### config.mk
export PLATFORM = sky130hd
export DESIGN_NAME = switch_debouncer
export DESIGN_NICKNAME = d
export VERILOG_FILES = /design/src/rtl/switch_debouncer.sv
export SDC_FILE = /design/constraint.sdc
export NUM_CORES = 1
export LEC_CHECK = 0
export ABC_AREA = 1
export BUFFER_PORTS_ARGS = -buffer_cell sky130_fd_sc_hd__buf_2
export CORE_MARGIN = 10
export CORE_UTILIZATION = 55
export DETAILED_ROUTE_END_ITERATION = 12
export PLACE_DENSITY = 0.81
export SYNTH_ARGS = -nofsm -noshare
export SYNTH_HDL_FRONTEND = slang
export SYNTH_SLANG_ARGS = --single-unit
export TNS_END_PERCENT = 1
### constraint.sdc
create_clock -name clk -period 2.36 [get_ports clk]
set_clock_uncertainty 0.2 [all_clocks]
set_input_delay 0.354 -clock clk [delete_from_list [all_inputs] [get_ports clk]]
set_output_delay 0.354 -clock clk [all_outputs]
set_load 0.02 [all_outputs]
### src/rtl/switch_debouncer.sv
// -----------------------------------------------------------------------------
// switch_debouncer
//
// Purpose:
//   Synchroniser and debouncer for raw board switch/button inputs. Each channel
//   passes through a 2-flop synchroniser. A small FSM then accepts a new level
//   only after the synchronised input has held that value for DEBOUNCE_CYCLES
//   consecutive clock samples. The clean level drives the gate-level logic
//   directly. One-cycle rise/fall strobes are also produced for counters and
//   display logic. All channels are fully independent.
//
// Parameters:
//   N_CH             number of input channels (>= 1)
//   DEBOUNCE_CYCLES  consecutive samples needed before the level flips (>= 2)
//   CNT_W            counter width, 2**CNT_W > DEBOUNCE_CYCLES
//
// Ports:
//   clk     in   1     board clock, all logic on the rising edge
//   reset   in   1     synchronous, active-high reset
//   raw_in  in   N_CH  asynchronous raw switch/button inputs
//   level   out  N_CH  debounced level per channel (registered)
//   rise    out  N_CH  one-cycle pulse when level[i] goes 0->1
//   fall    out  N_CH  one-cycle pulse when level[i] goes 1->0
// -----------------------------------------------------------------------------
module switch_debouncer #(
    parameter int N_CH            = 2,
    parameter int DEBOUNCE_CYCLES = 1000000,
    parameter int CNT_W           = 20
) (
    input  logic            clk,
    input  logic            reset,
    input  logic [N_CH-1:0] raw_in,
    output logic [N_CH-1:0] level,
    output logic [N_CH-1:0] rise,
    output logic [N_CH-1:0] fall
);

    typedef enum logic [1:0] {
        LOW_STABLE,
        WAIT_HIGH,
        HIGH_STABLE,
        WAIT_LOW
    } state_t;

    // Counter value on the sample that completes a transition. The count
    // starts at 1 on the first sample of the new value, so this is the
    // DEBOUNCE_CYCLES-th consecutive sample. The counter never passes it.
    localparam logic [CNT_W-1:0] CNT_LAST = CNT_W'(DEBOUNCE_CYCLES - 1);
    localparam logic [CNT_W-1:0] CNT_ONE  = CNT_W'(1);

    logic [N_CH-1:0] r_sync1;
    logic [N_CH-1:0] r_sync2;

    // NOTE: sequential state uses non-blocking assignments only, so every flop
    // samples the pre-edge value and the two sync stages form a real chain.
    always_ff @(posedge clk) begin
        if (reset) begin
            r_sync1 <= '0;
            r_sync2 <= '0;
        end else begin
            r_sync1 <= raw_in;
            r_sync2 <= r_sync1;
        end
    end

    for (genvar g = 0; g < N_CH; g++) begin : g_ch
        state_t           r_state;
        state_t           w_state_nxt;
        logic [CNT_W-1:0] r_cnt;
        logic [CNT_W-1:0] w_cnt_nxt;
        logic             r_level;
        logic             w_level_nxt;
        logic             r_rise;
        logic             w_rise_nxt;
        logic             r_fall;
        logic             w_fall_nxt;
        logic             w_in;

        assign w_in = r_sync2[g];

        // NOTE: every signal written here gets a default first. A path that
        // leaves one unassigned would infer a latch. The strobes default to 0
        // so that each one lasts a single cycle.
        always_comb begin
            w_state_nxt = r_state;
            w_cnt_nxt   = r_cnt;
            w_level_nxt = r_level;
            w_rise_nxt  = 1'b0;
            w_fall_nxt  = 1'b0;

            case (r_state)
                LOW_STABLE: begin
                    w_level_nxt = 1'b0;
                    w_cnt_nxt   = '0;
                    if (w_in) begin
                        w_state_nxt = WAIT_HIGH;
                        w_cnt_nxt   = CNT_ONE;
                    end
                end
                WAIT_HIGH: begin
                    if (!w_in) begin
                        // Bounce back to the stable value: abort without a pulse.
                        w_state_nxt = LOW_STABLE;
                        w_cnt_nxt   = '0;
                    end else if (r_cnt == CNT_LAST) begin
                        w_state_nxt = HIGH_STABLE;
                        w_cnt_nxt   = '0;
                        w_level_nxt = 1'b1;
                        w_rise_nxt  = 1'b1;
                    end else begin
                        w_cnt_nxt = r_cnt + CNT_ONE;
                    end
                end
                HIGH_STABLE: begin
                    w_level_nxt = 1'b1;
                    w_cnt_nxt   = '0;
                    if (!w_in) begin
                        w_state_nxt = WAIT_LOW;
                        w_cnt_nxt   = CNT_ONE;
                    end
                end
                WAIT_LOW: begin
                    if (w_in) begin
                        w_state_nxt = HIGH_STABLE;
                        w_cnt_nxt   = '0;
                    end else if (r_cnt == CNT_LAST) begin
                        w_state_nxt = LOW_STABLE;
                        w_cnt_nxt   = '0;
                        w_level_nxt = 1'b0;
                        w_fall_nxt  = 1'b1;
                    end else begin
                        w_cnt_nxt = r_cnt + CNT_ONE;
                    end
                end
                default: begin
                    w_state_nxt = LOW_STABLE;
                    w_cnt_nxt   = '0;
                    w_level_nxt = 1'b0;
                end
            endcase
        end

        // NOTE: reset is synchronous and clears every flop, including the
        // counter. A reset in the middle of a debounce therefore drops the
        // pending transition rather than resuming it after release.
        always_ff @(posedge clk) begin
            if (reset) begin
                r_state <= LOW_STABLE;
                r_cnt   <= '0;
                r_level <= 1'b0;
                r_rise  <= 1'b0;
                r_fall  <= 1'b0;
            end else begin
                r_state <= w_state_nxt;
                r_cnt   <= w_cnt_nxt;
                r_level <= w_level_nxt;
                r_rise  <= w_rise_nxt;
                r_fall  <= w_fall_nxt;
            end
        end

        assign level[g] = r_level;
        assign rise[g]  = r_rise;
        assign fall[g]  = r_fall;
    end

endmodule

==> results of run 1 <==
cell families (layout without fill, tap and decap cells):
| logic type | after synthesis | after routing |
|---|---|---|
| AND/OR/NAND/NOR | 225 | 225 |
| buffers and inverters | 66 | 69 |
| multiplexers | 2 | 2 |
| adder cells (fa/ha/maj) | 12 | 12 |
| XOR/XNOR | 28 | 28 |
| AO/OA/AOI/OAI | 16 | 16 |
| flip-flops | 54 | 54 |
area by class of cell:
type | count | area, µm² | area share
Inverter | 52 | 195 | 0.0627
Tap cell | 70 | 87.6 | 0.0281
Clock buffer | 5 | 68.8 | 0.0221
Clock inverter | 3 | 40.0 | 0.0129
Timing Repair Buffer | 9 | 45.0 | 0.0145
Sequential cell | 54 | 1080 | 0.347
Multi-Input combinational cell | 283 | 1600 | 0.513
critical path: stages, from the launching register on:
cell	delay (ns)
dfxtp_1	0.34
inv_1	0.13
ha_1	0.20
nand2_1	0.08
o21ai_1	0.16
nand3_2	0.37
nor3b_1	0.27
registers in the layout, summed over array words and instances, names as in the netlist, named ones only:
signal        count
g_ch.r_level      2
r_sync1           2
g_ch.r_rise       2
g_ch.r_state      2
r_sync2           2
g_ch.r_fall       2
g_ch.r_cnt       40
cells in the mapped netlist, types with 2 or more instances:
library cell | instances | area share
buf_4 | 6 | 0.015
nor3_2 | 5 | 0.017
inv_2 | 4 | 0.0050
o21ai_1 | 2 | 0.0034
dfxtp_1 | 54 | 0.36
ha_1 | 12 | 0.050
nand2_1 | 69 | 0.087
nor4_1 | 2 | 0.0042
nand3_1 | 11 | 0.018
nand3_2 | 8 | 0.027
nand4_2 | 2 | 0.0084
nand4_1 | 19 | 0.040
xnor2_1 | 4 | 0.012
nand2_2 | 4 | 0.0084
inv_1 | 47 | 0.059
nor3_1 | 14 | 0.024
a21oi_1 | 6 | 0.010
xor2_1 | 24 | 0.071
mux2i_1 | 2 | 0.0067
buf_6 | 3 | 0.011
or2_2 | 2 | 0.0042
nor2_2 | 3 | 0.0063
nor2_1 | 80 | 0.10
clkbuf_2 | 2 | 0.0034
buf_2 | 2 | 0.0034
nor3_4 | 3 | 0.016
o21ai_0 | 7 | 0.012
power by group through the flow:
stage | Combinational, mW | Clock [mW] | Sequential (mW)
global placement | 0.423 | 0 | 1.04
CTS | 0.447 | 0.623 | 1.02
detailed placement | 0.443 | 0 | 1.04
floorplan | 0.379 | 0 | 1.03
finish | 0.447 | 0.605 | 1.02
global route | 0.540 | 0.662 | 1.03
worst paths after layout:
| kind | from | end | slack (ns) | depth (start not counted) |
|---|---|---|---|---|
| worst max-delay path | register | g_ch[1].r_cnt[8]$_SDFF_PP0_ | 0.52 | 6 |
| worst min-delay path | raw_in[1] | r_sync1[1]$_SDFF_PP0_ | 0.05 | 3 |
| worst max register to register | register | g_ch[1].r_cnt[8]$_SDFF_PP0_ | 0.52 | 6 |
| worst min register to register | r_sync1[1]$_SDFF_PP0_ | r_sync2[1]$_SDFF_PP0_ | 0.21 | 2 |
cells in the final DEF (no fill, tap or decap):
master / netlist / layout
nand3_1: 11 / 11
inv_2: 4 / 4
clkbuf_8: 0 / 5
mux2i_1: 2 / 2
nand4_1: 19 / 19
nor2_1: 80 / 80
o22ai_1: 1 / 1
ha_1: 12 / 12
nor3_2: 5 / 5
dfxtp_1: 54 / 54
xnor2_1: 4 / 4
nor3_4: 3 / 3
clkinv_1: 1 / 1
inv_1: 47 / 47
bufinv_16: 0 / 1
xor2_1: 24 / 24
or2_1: 1 / 1
nor4_1: 2 / 2
nor3_1: 14 / 14
clkinv_2: 0 / 2
or2_2: 2 / 2
nand2_1: 69 / 69
nor3b_1: 1 / 1
buf_2: 2 / 9
nand4_2: 2 / 2
o21ai_0: 7 / 7
nand2_2: 4 / 4
nor2_2: 3 / 3
o21ai_1: 2 / 2
a21oi_1: 6 / 6
nor2_4: 1 / 1
nand3_2: 8 / 8
per-layer routing:
metal	global-route usage	vias to the layer above	wire length, µm
met5	0	-	0
met4	0.0506	0	76
met3	0.0256	9	227
met2	0.230	47	2580
met1	0.172	1163	2660
li1	-	1270	-
stage by stage:
| stage | setup WS (ns) | total power [mW] | util | instances |
|---|---|---|---|---|
| after detailed placement | 0.532 | 1.49 | 0.581 | 468 |
| after global routing | 0.309 | 2.23 | 0.602 | 476 |
| final | 0.520 | 2.08 | 0.602 | 476 |
| after global placement | 0.633 | 1.46 | 0.581 | 468 |
| after CTS | 0.497 | 2.09 | 0.602 | 476 |
| after floorplan | 0.728 | 1.41 | - | 403 |
==> flow_summary.toml, run 1 <==
[route]
wl_um = 5540
wl_per_cell_um = 11.6
dr.pass1.iters = 4
route.detailed.drc = 0
drtIter0Drc = 145
postRouteAntennaNets = 0
vias = 2489
viasPerCell = 5.23

[power_and_ir_drop]
power_switching_mw = 0.623
p_clk_frac = 0.291
power_per_cell_area_mw_per_mm2 = 666
seqPwrFrac = 0.493
peakVddDrop_v = 0.000487
swShare = 0.300
comb_power_share = 0.215
power_leakage_nw = 1.17
p_int_mw = 1.45

[place]
place_hpwl_um = 4240
place_congestion = 0.909
placed_cell_area_mm2 = 0.00301
portBuffers = 9

[synthesis]
synth_mux_area_frac = 0.00673
synth_cell_types = 33
synth_edf_count = 0
synth-seq-cells = 54
syn_area_mm2 = 0.00298
yosys_warnings = 0
ys_async_sr_fraction = 0
synth_compound_area_frac = 0.0273
synthCells = 403
synth-simple-area-share = 0.370
synth_flop_cell = "dfxtp_1"
synth-adder-area-share = 0.0504
syn-num-nets = 419
synth_top_family_by_area = "simple AND/OR/NAND/NOR gates"
synth_xor_area_frac = 0.0824
synth_area_per_cell_um2 = 7.39
seq_area_frac_synth = 0.363

[sta]
min_period_ns = 1.84
slew_headroom = 0.735
hold_violations = 0
drv_slew = 0
tightest_slew_ns = 0.397
rsz0062_at_grt = "false"
finalSetupViolations = 0
period_share = 0.780
finalSetupTns_ns = 0
holdWs_ns = 0.0461
fmax_mhz = 544

[clock_network]
cts_hold_buf = 0
cts_made_buffers = 5
clk_path_buf_depth = 2
clk_pin_slew_ns = 0.09
cts-root-buf = "clkbuf_8"
postCtsSetupBuffers = 0
cts.sinks = 54
htreeDepth = 2
ctsResizeCount = 0
cts_tree = "done"
clk_latency_ns = 0.30

[floorplan]
dieHeight_um = 93.6
coreArea_mm2 = 0.00517
die_area_mm2 = 0.00875
dieWidth_um = 93.6
start_util = 0.575
num_io_pins = 10
fp-row-count = 26

[cells_and_area]
fin_area_mm2 = 0.00312
nNetsFinal = 421
diodes = 0
fillers = 477
final_layout_size_suffix_gt1_frac = 0.121
syn_to_final_growth_pct = 4.67

[setup_path]
critPathLaunchType = "register"
critPathKind = "reg -> reg"
crit_path_end_kind = "register"
worstPathMaxFanout = 19
worstPathArrival_ns = 1.86
required_ns = 2.38

[global_route]
grt.total_usage = 0.138
grt_remaining_overflow = 0
grt_pass1_wl_um = 10200
grt_pass1_vias = 2432
grt_max_degree = 20
antenna_found_initial = 0

[run_status]
status = "complete, no violations"

[hold_path]
hp-class = "in -> reg"

[job]
maxCapViolations = 0
Note: power is estimated with default switching activity, not from simulation.
==> run 2, diff against run 1 <==
--- a/config.mk
+++ b/config.mk
@@ -5,7 +5,7 @@
 export SDC_FILE = /design/constraint.sdc
 export NUM_CORES = 1
 export LEC_CHECK = 0
-export ABC_AREA = 1
+export ABC_AREA = 0
 export BUFFER_PORTS_ARGS = -buffer_cell sky130_fd_sc_hd__buf_2
 export CORE_MARGIN = 10
 export CORE_UTILIZATION = 55
==> constraint.sdc (replaced) <==
create_clock -name clk -period 1.9 [get_ports clk]
set_clock_uncertainty 0.2 [all_clocks]
set_input_delay 0.285 -clock clk [delete_from_list [all_inputs] [get_ports clk]]
set_output_delay 0.285 -clock clk [all_outputs]
set_load 0.02 [all_outputs]
==> flow_summary.toml, run 2 <==
[synthesis]
yosysTopAreaCell = "dfxtp_1"
synth_top_family_by_area = "simple AND/OR/NAND/NOR gates"
synth_compound_area_frac = 0.0513
ys_async_sr_fraction = 0
yosys_warnings = 0
synth.most_common_cell = "dfxtp_1"
netlist_top_cells_count = "dfxtp_1, nor2_1, xor2_1"
synth_xor_area_frac = 0.122
synth_cell_types = 41
syn-num-nets = 301
synth_flop_cell = "dfxtp_1"
syn_area_mm2 = 0.00259
synth_top_cell_area_share = 0.418
synth-seq-cells = 54
synth_area_leaders = "dfxtp_1, xor2_1, nor2_1, ha_1, xnor2_1"
synth-simple-area-share = 0.281
seq_area_frac_synth = 0.418
synth_edf_count = 0
synth-adder-area-share = 0.0581
synth_area_per_cell_um2 = 9.07
synthCells = 285
synth_mux_area_frac = 0.0237

[floorplan]
num_io_pins = 10
start_util = 0.582
fp-row-count = 24
coreArea_mm2 = 0.00444
dieWidth_um = 88.6
die_area_mm2 = 0.00784
dieHeight_um = 88.6

[route]
met1_length_um = 2180
wl_met2_um = 2630
route.detailed.drc = 0
viasPerCell = 5.32
postRouteAntennaNets = 0
wl_um = 5050
dr.pass1.iters = 4
drtIter0Drc = 96
vias = 1986
met3_length_um = 165
top_layer = "met4"
wl_per_cell_um = 13.5

[place]
place_congestion = 0.818
portBuffers = 9
place_hpwl_um = 3600

[clock_network]
clk_pin_slew_ns = 0.09
cts_made_buffers = 5
cts-root-buf = "clkbuf_8"
clk_path_buf_depth = 2
cts_tree = "done"
cts.sinks = 54
clk_latency_ns = 0.31
htreeDepth = 2

[hold_path]
hp-class = "in -> reg"

[setup_path]
worstPathMaxFanout = 5
critPathKind = "reg -> reg"
critPathLaunchType = "register"
crit_path_end_kind = "register"
worstPathArrival_ns = 1.89
required_ns = 1.89

[cells_and_area]
diodes = 0
top_register = "g_ch.r_cnt"
largest_register_ffs = 40
syn_to_final_growth_pct = 18.2
nNetsFinal = 337
fillers = 350
final_cell_mix = "nor2_1, dfxtp_1, buf_4"
layout_commonest_cell = "nor2_1"
final_layout_size_suffix_gt1_frac = 0.259

[global_route]
antenna_found_initial = 0
grt_max_degree = 19
grt_pass1_vias = 2013
grt.total_usage = 0.135
grt_pass1_wl_um = 8490
grt_remaining_overflow = 0

[sta]
slew_headroom = 0.758
rsz0062_at_grt = "true"
drv_slew = 0
fmax_mhz = 529
period_share = 0.995
finalSetupViolations = 0
holdWs_ns = 0.100
tightest_slew_ns = 0.363
min_period_ns = 1.89
hold_violations = 0

[power_and_ir_drop]
peakVddDrop_v = 0.000534
power_leakage_nw = 1.10
power_mw = 2.28
power_per_cell_area_mw_per_mm2 = 747

[run_status]
status = "complete, no violations"

[job]
maxCapViolations = 0
run 2: changes by cell type in the layout (fill, tap and decap cells not counted), sizes merged, moves of 8 or more:
cell	delta
o21ai	-8
xnor2	+8
nand2	-54
buf	+30
inv	-41
nor3	-16
nand4	-12
nor2	-32
run 2: area by class of cell:
class                           instances  area (µm²)  area share
Sequential cell                        54        1090       0.358
Timing Repair Buffer                   41         290      0.0950
Inverter                               10        37.5      0.0123
Multi-Input combinational cell        209        1490       0.489
Clock buffer                            7        76.3      0.0250
Tap cell                               52        65.1      0.0213
run 2: worst paths after layout:
| path | endpoint | slack, ns | from | depth (start not counted) |
|---|---|---|---|---|
| max | g_ch[0].r_cnt[0]$_SDFF_PP0_ | 0.009 | g_ch[0].r_cnt[15]$_SDFF_PP0_ | 5 |
| min | g_ch[1].r_level$_SDFFE_PP0P_ | 0.10 | reset | 2 |
| max reg2reg | g_ch[0].r_cnt[0]$_SDFF_PP0_ | 0.009 | g_ch[0].r_cnt[15]$_SDFF_PP0_ | 5 |
| min reg2reg | r_sync2[1]$_SDFF_PP0_ | 0.25 | r_sync1[1]$_SDFF_PP0_ | 1 |
run 2: metal layers:
metal	vias to the layer above	GRT usage
met5	-	0
met4	0	0.0631
met3	6	0.0349
met2	27	0.244
met1	925	0.145
li1	1028	-
run 2: timing repair:
item / in CTS / in global routing
buffers inserted: 0 / 1
hold endpoints to repair: 2 / 0
hold buffers: 2 / 0
resized for setup: 4 / 25
endpoints found under the setup margin: 7 / 42
pin swaps: 0 / 6
run 2: per-stage QoR:
| step | setup slack [ns] | instance area [µm²] | setup TNS [ns] | instances | util |
|---|---|---|---|---|---|
| floorplan | 0.0192 | 2590 | 0 | 285 | - |
| global placement | 0.0467 | 2840 | 0 | 363 | 0.638 |
| detailed placement | -0.00489 | 2840 | -0.00489 | 363 | 0.638 |
| CTS | -0.0152 | 2950 | -0.0459 | 372 | 0.664 |
| global route | -0.0651 | 3060 | -0.474 | 373 | 0.688 |
| finish | 0.00875 | 3060 | 0 | 373 | 0.688 |
run 2: critical path, cell delays in order, from the launching register on:
cell	delay (ns)
dfxtp_2	0.34
nand3b_1	0.16
or4_4	0.56
nand2b_4	0.21
a221oi_2	0.22
a211oi_1	0.06
run 2: cells by family (layout without fill, tap and decap cells):
group / after synthesis / count (layout)
AO/OA/AOI/OAI: 16 / 16
XOR/XNOR: 36 / 36
adder cells (fa/ha/maj): 12 / 12
buffers and inverters: 22 / 58
flip-flops: 54 / 54
multiplexers: 6 / 6
AND/OR/NAND/NOR: 139 / 139
run 2: power by group:
group / switching (mW) / internal, mW / total (mW)
Clock: 0.358 / 0.255 / 0.613
Sequential: 0.0419 / 1.18 / 1.22
Combinational: 0.239 / 0.214 / 0.453
==> run 3, diff against run 2 <==
--- a/config.mk
+++ b/config.mk
@@ -7,10 +7,12 @@
 export LEC_CHECK = 0
 export ABC_AREA = 0
 export BUFFER_PORTS_ARGS = -buffer_cell sky130_fd_sc_hd__buf_2
+export CELL_PAD_IN_SITES_DETAIL_PLACEMENT = 0
+export CELL_PAD_IN_SITES_GLOBAL_PLACEMENT = 2
 export CORE_MARGIN = 10
-export CORE_UTILIZATION = 55
+export CORE_UTILIZATION = 38
 export DETAILED_ROUTE_END_ITERATION = 12
-export PLACE_DENSITY = 0.81
+export PLACE_DENSITY = 0.86
 export SYNTH_ARGS = -nofsm -noshare
 export SYNTH_HDL_FRONTEND = slang
 export SYNTH_SLANG_ARGS = --single-unit
==> constraint.sdc (replaced) <==
create_clock -name clk -period 2 [get_ports clk]
set_clock_uncertainty 0.2 [all_clocks]
set_input_delay 0.3 -clock clk [delete_from_list [all_inputs] [get_ports clk]]
set_output_delay 0.3 -clock clk [all_outputs]
set_load 0.02 [all_outputs]
==> flow_summary.toml, run 3 (same netlist as run 2, synthesis figures left out) <==
[setup_path]
worstPathMaxFanout = 5
critPathLaunchType = "register"
r2r-start = "g_ch[0].r_cnt[0]$_SDFF_PP0_"
crit_path_end_kind = "register"
required_ns = 2.00
r2r-end = "g_ch[0].r_cnt[0]$_SDFF_PP0_"
rrSetupSlack_ns = 0.06
reg2reg_depth = 6
critPathKind = "reg -> reg"
worstPathArrival_ns = 1.94

[sta]
fmax_mhz = 515
holdWs_ns = 0.00239
tightest_slew_ns = 0.471
finalSetupTns_ns = 0
slew_headroom = 0.683
fin_ws_ns = 0.0587
rsz0062_at_grt = "true"
finalSetupViolations = 0
period_share = 0.971
drv_slew = 0
min_period_ns = 1.94
hold_violations = 0

[hold_path]
hold-path-cell-count = 2
min_to = "r_sync1[1]$_SDFF_PP0_"
hp-class = "in -> reg"
hp-start = "raw_in[1]"

[global_route]
top_usage_layer = "met2"
met2_usage = 0.146
grt_util_met3 = 0.0268
antenna_found_initial = 0
grt_remaining_overflow = 0
grt_pass1_vias = 1871
grt_max_degree = 19
use_met1 = 0.135
grt.total_usage = 0.0991
grt_pass1_wl_um = 8380

[cells_and_area]
diodes = 0
layout_commonest_cell = "nor2_1"
top_register = "g_ch.r_cnt"
largest_register_ffs = 40
fin_area_mm2 = 0.00299
nNetsFinal = 327
final_layout_size_suffix_gt1_frac = 0.218
syn_to_final_growth_pct = 15.5
final_cell_mix = "nor2_1, dfxtp_1, xor2_1"

[route]
drtIter0Drc = 40
viasPerCell = 4.83
vias = 1894
wl_per_cell_um = 11.9
dr.pass1.iters = 4
wl_um = 4660
route.detailed.drc = 0
postRouteAntennaNets = 0

[run_status]
status = "complete, no violations"

[power_and_ir_drop]
power_per_cell_area_mw_per_mm2 = 755
power_mw = 2.25
power_leakage_nw = 1.06
peakVddDrop_v = 0.000502

[floorplan]
dieHeight_um = 102
num_io_pins = 10
start_util = 0.385
die_area_mm2 = 0.0105
coreArea_mm2 = 0.00672
fp-row-count = 30
dieWidth_um = 102

[place]
placed_cell_area_mm2 = 0.00281
portBuffers = 9
place_hpwl_um = 3400
dp_slack_ns = -0.00966
place_congestion = 0.765

[clock_network]
cts.sinks = 54
cts_tree = "done"
htreeDepth = 2
cts-root-buf = "clkbuf_8"
clk_path_buf_depth = 2
clk_latency_ns = 0.31
clk_pin_slew_ns = 0.09
cts_made_buffers = 5

[job]
maxCapViolations = 0
## run 3: cell types whose count changed in the layout (fill, tap and decap cells not counted), sizes merged
| cell | before | now |
|---|---|---|
| bufinv | 0 | 1 |
| clkbuf | 7 | 5 |
| buf | 39 | 30 |
| dlygate4sd3 | 2 | 1 |
| clkinv | 0 | 2 |
## run 3: routing by layer
metal	vias to the layer above	routed length (µm)
li1	1008	-
met1	863	2510
met2	18	1950
met3	5	120
met4	0	72
met5	-	0
## run 3: worst max-delay path by stage
stage	from	endpoint	slack [ns]	cells past startpoint
final	g_ch[0].r_cnt[0]$_SDFF_PP0_	g_ch[0].r_cnt[0]$_SDFF_PP0_	0.06	6
after global routing	g_ch[1].r_cnt[13]$_SDFF_PP0_	g_ch[1].r_rise$_SDFF_PP0_	-0.02	4
after CTS	g_ch[0].r_state[0]$_SDFFE_PP0P_	register	0.04	7
after detailed placement	g_ch[0].r_cnt[0]$_SDFF_PP0_	g_ch[0].r_cnt[0]$_SDFF_PP0_	-0.01	6
after global placement	g_ch[1].r_cnt[6]$_SDFF_PP0_	g_ch[1].r_level$_SDFFE_PP0P_	-0.02	6
after floorplan	g_ch[0].r_cnt[0]$_SDFF_PP0_	g_ch[0].r_cnt[0]$_SDFF_PP0_	0.01	6
## run 3: worst max-delay path: stages (launching register included)
cell and delay [ns]:
dfxtp_1 0.36, ha_2 0.19, nand3_2 0.12, or4_4 0.48, nand2b_4 0.20, a221oi_2 0.22
a211oi_1 0.07
## run 3: where the power goes
group / leakage (nW) / internal (mW) / switching (mW)
Combinational: 0.567 / 0.180 / 0.195
Sequential: 0.439 / 1.12 / 0.0418
Clock: 0.0579 / 0.369 / 0.351
Total: 1.06 / 1.67 / 0.588
## run 3: cell type report
cell class	count	area, µm²
clock buffer	5	68.8
clock inverter	3	40.0
fill	654	3730
sequential	54	1090
multi-input combinational	209	1440
timing repair buffer	31	216
inverter	10	37.5
tap	80	100
## run 3: metrics by stage
| step | util | cells |
|---|---|---|
| after CTS | 0.436 | 392 |
| after detailed placement | 0.418 | 383 |
| after floorplan | - | 285 |
| final | 0.445 | 392 |
| after global routing | 0.445 | 392 |
| after global placement | 0.418 | 383 |
## run 3: what timing repair did
action | in CTS | in global routing
hold buffers | 1 | 0
buffers inserted | 0 | 0
gates resized for setup | 1 | 16
pin swaps | 1 | 6
setup endpoints to repair | 21 | 29
hold endpoints to repair | 1 | 0
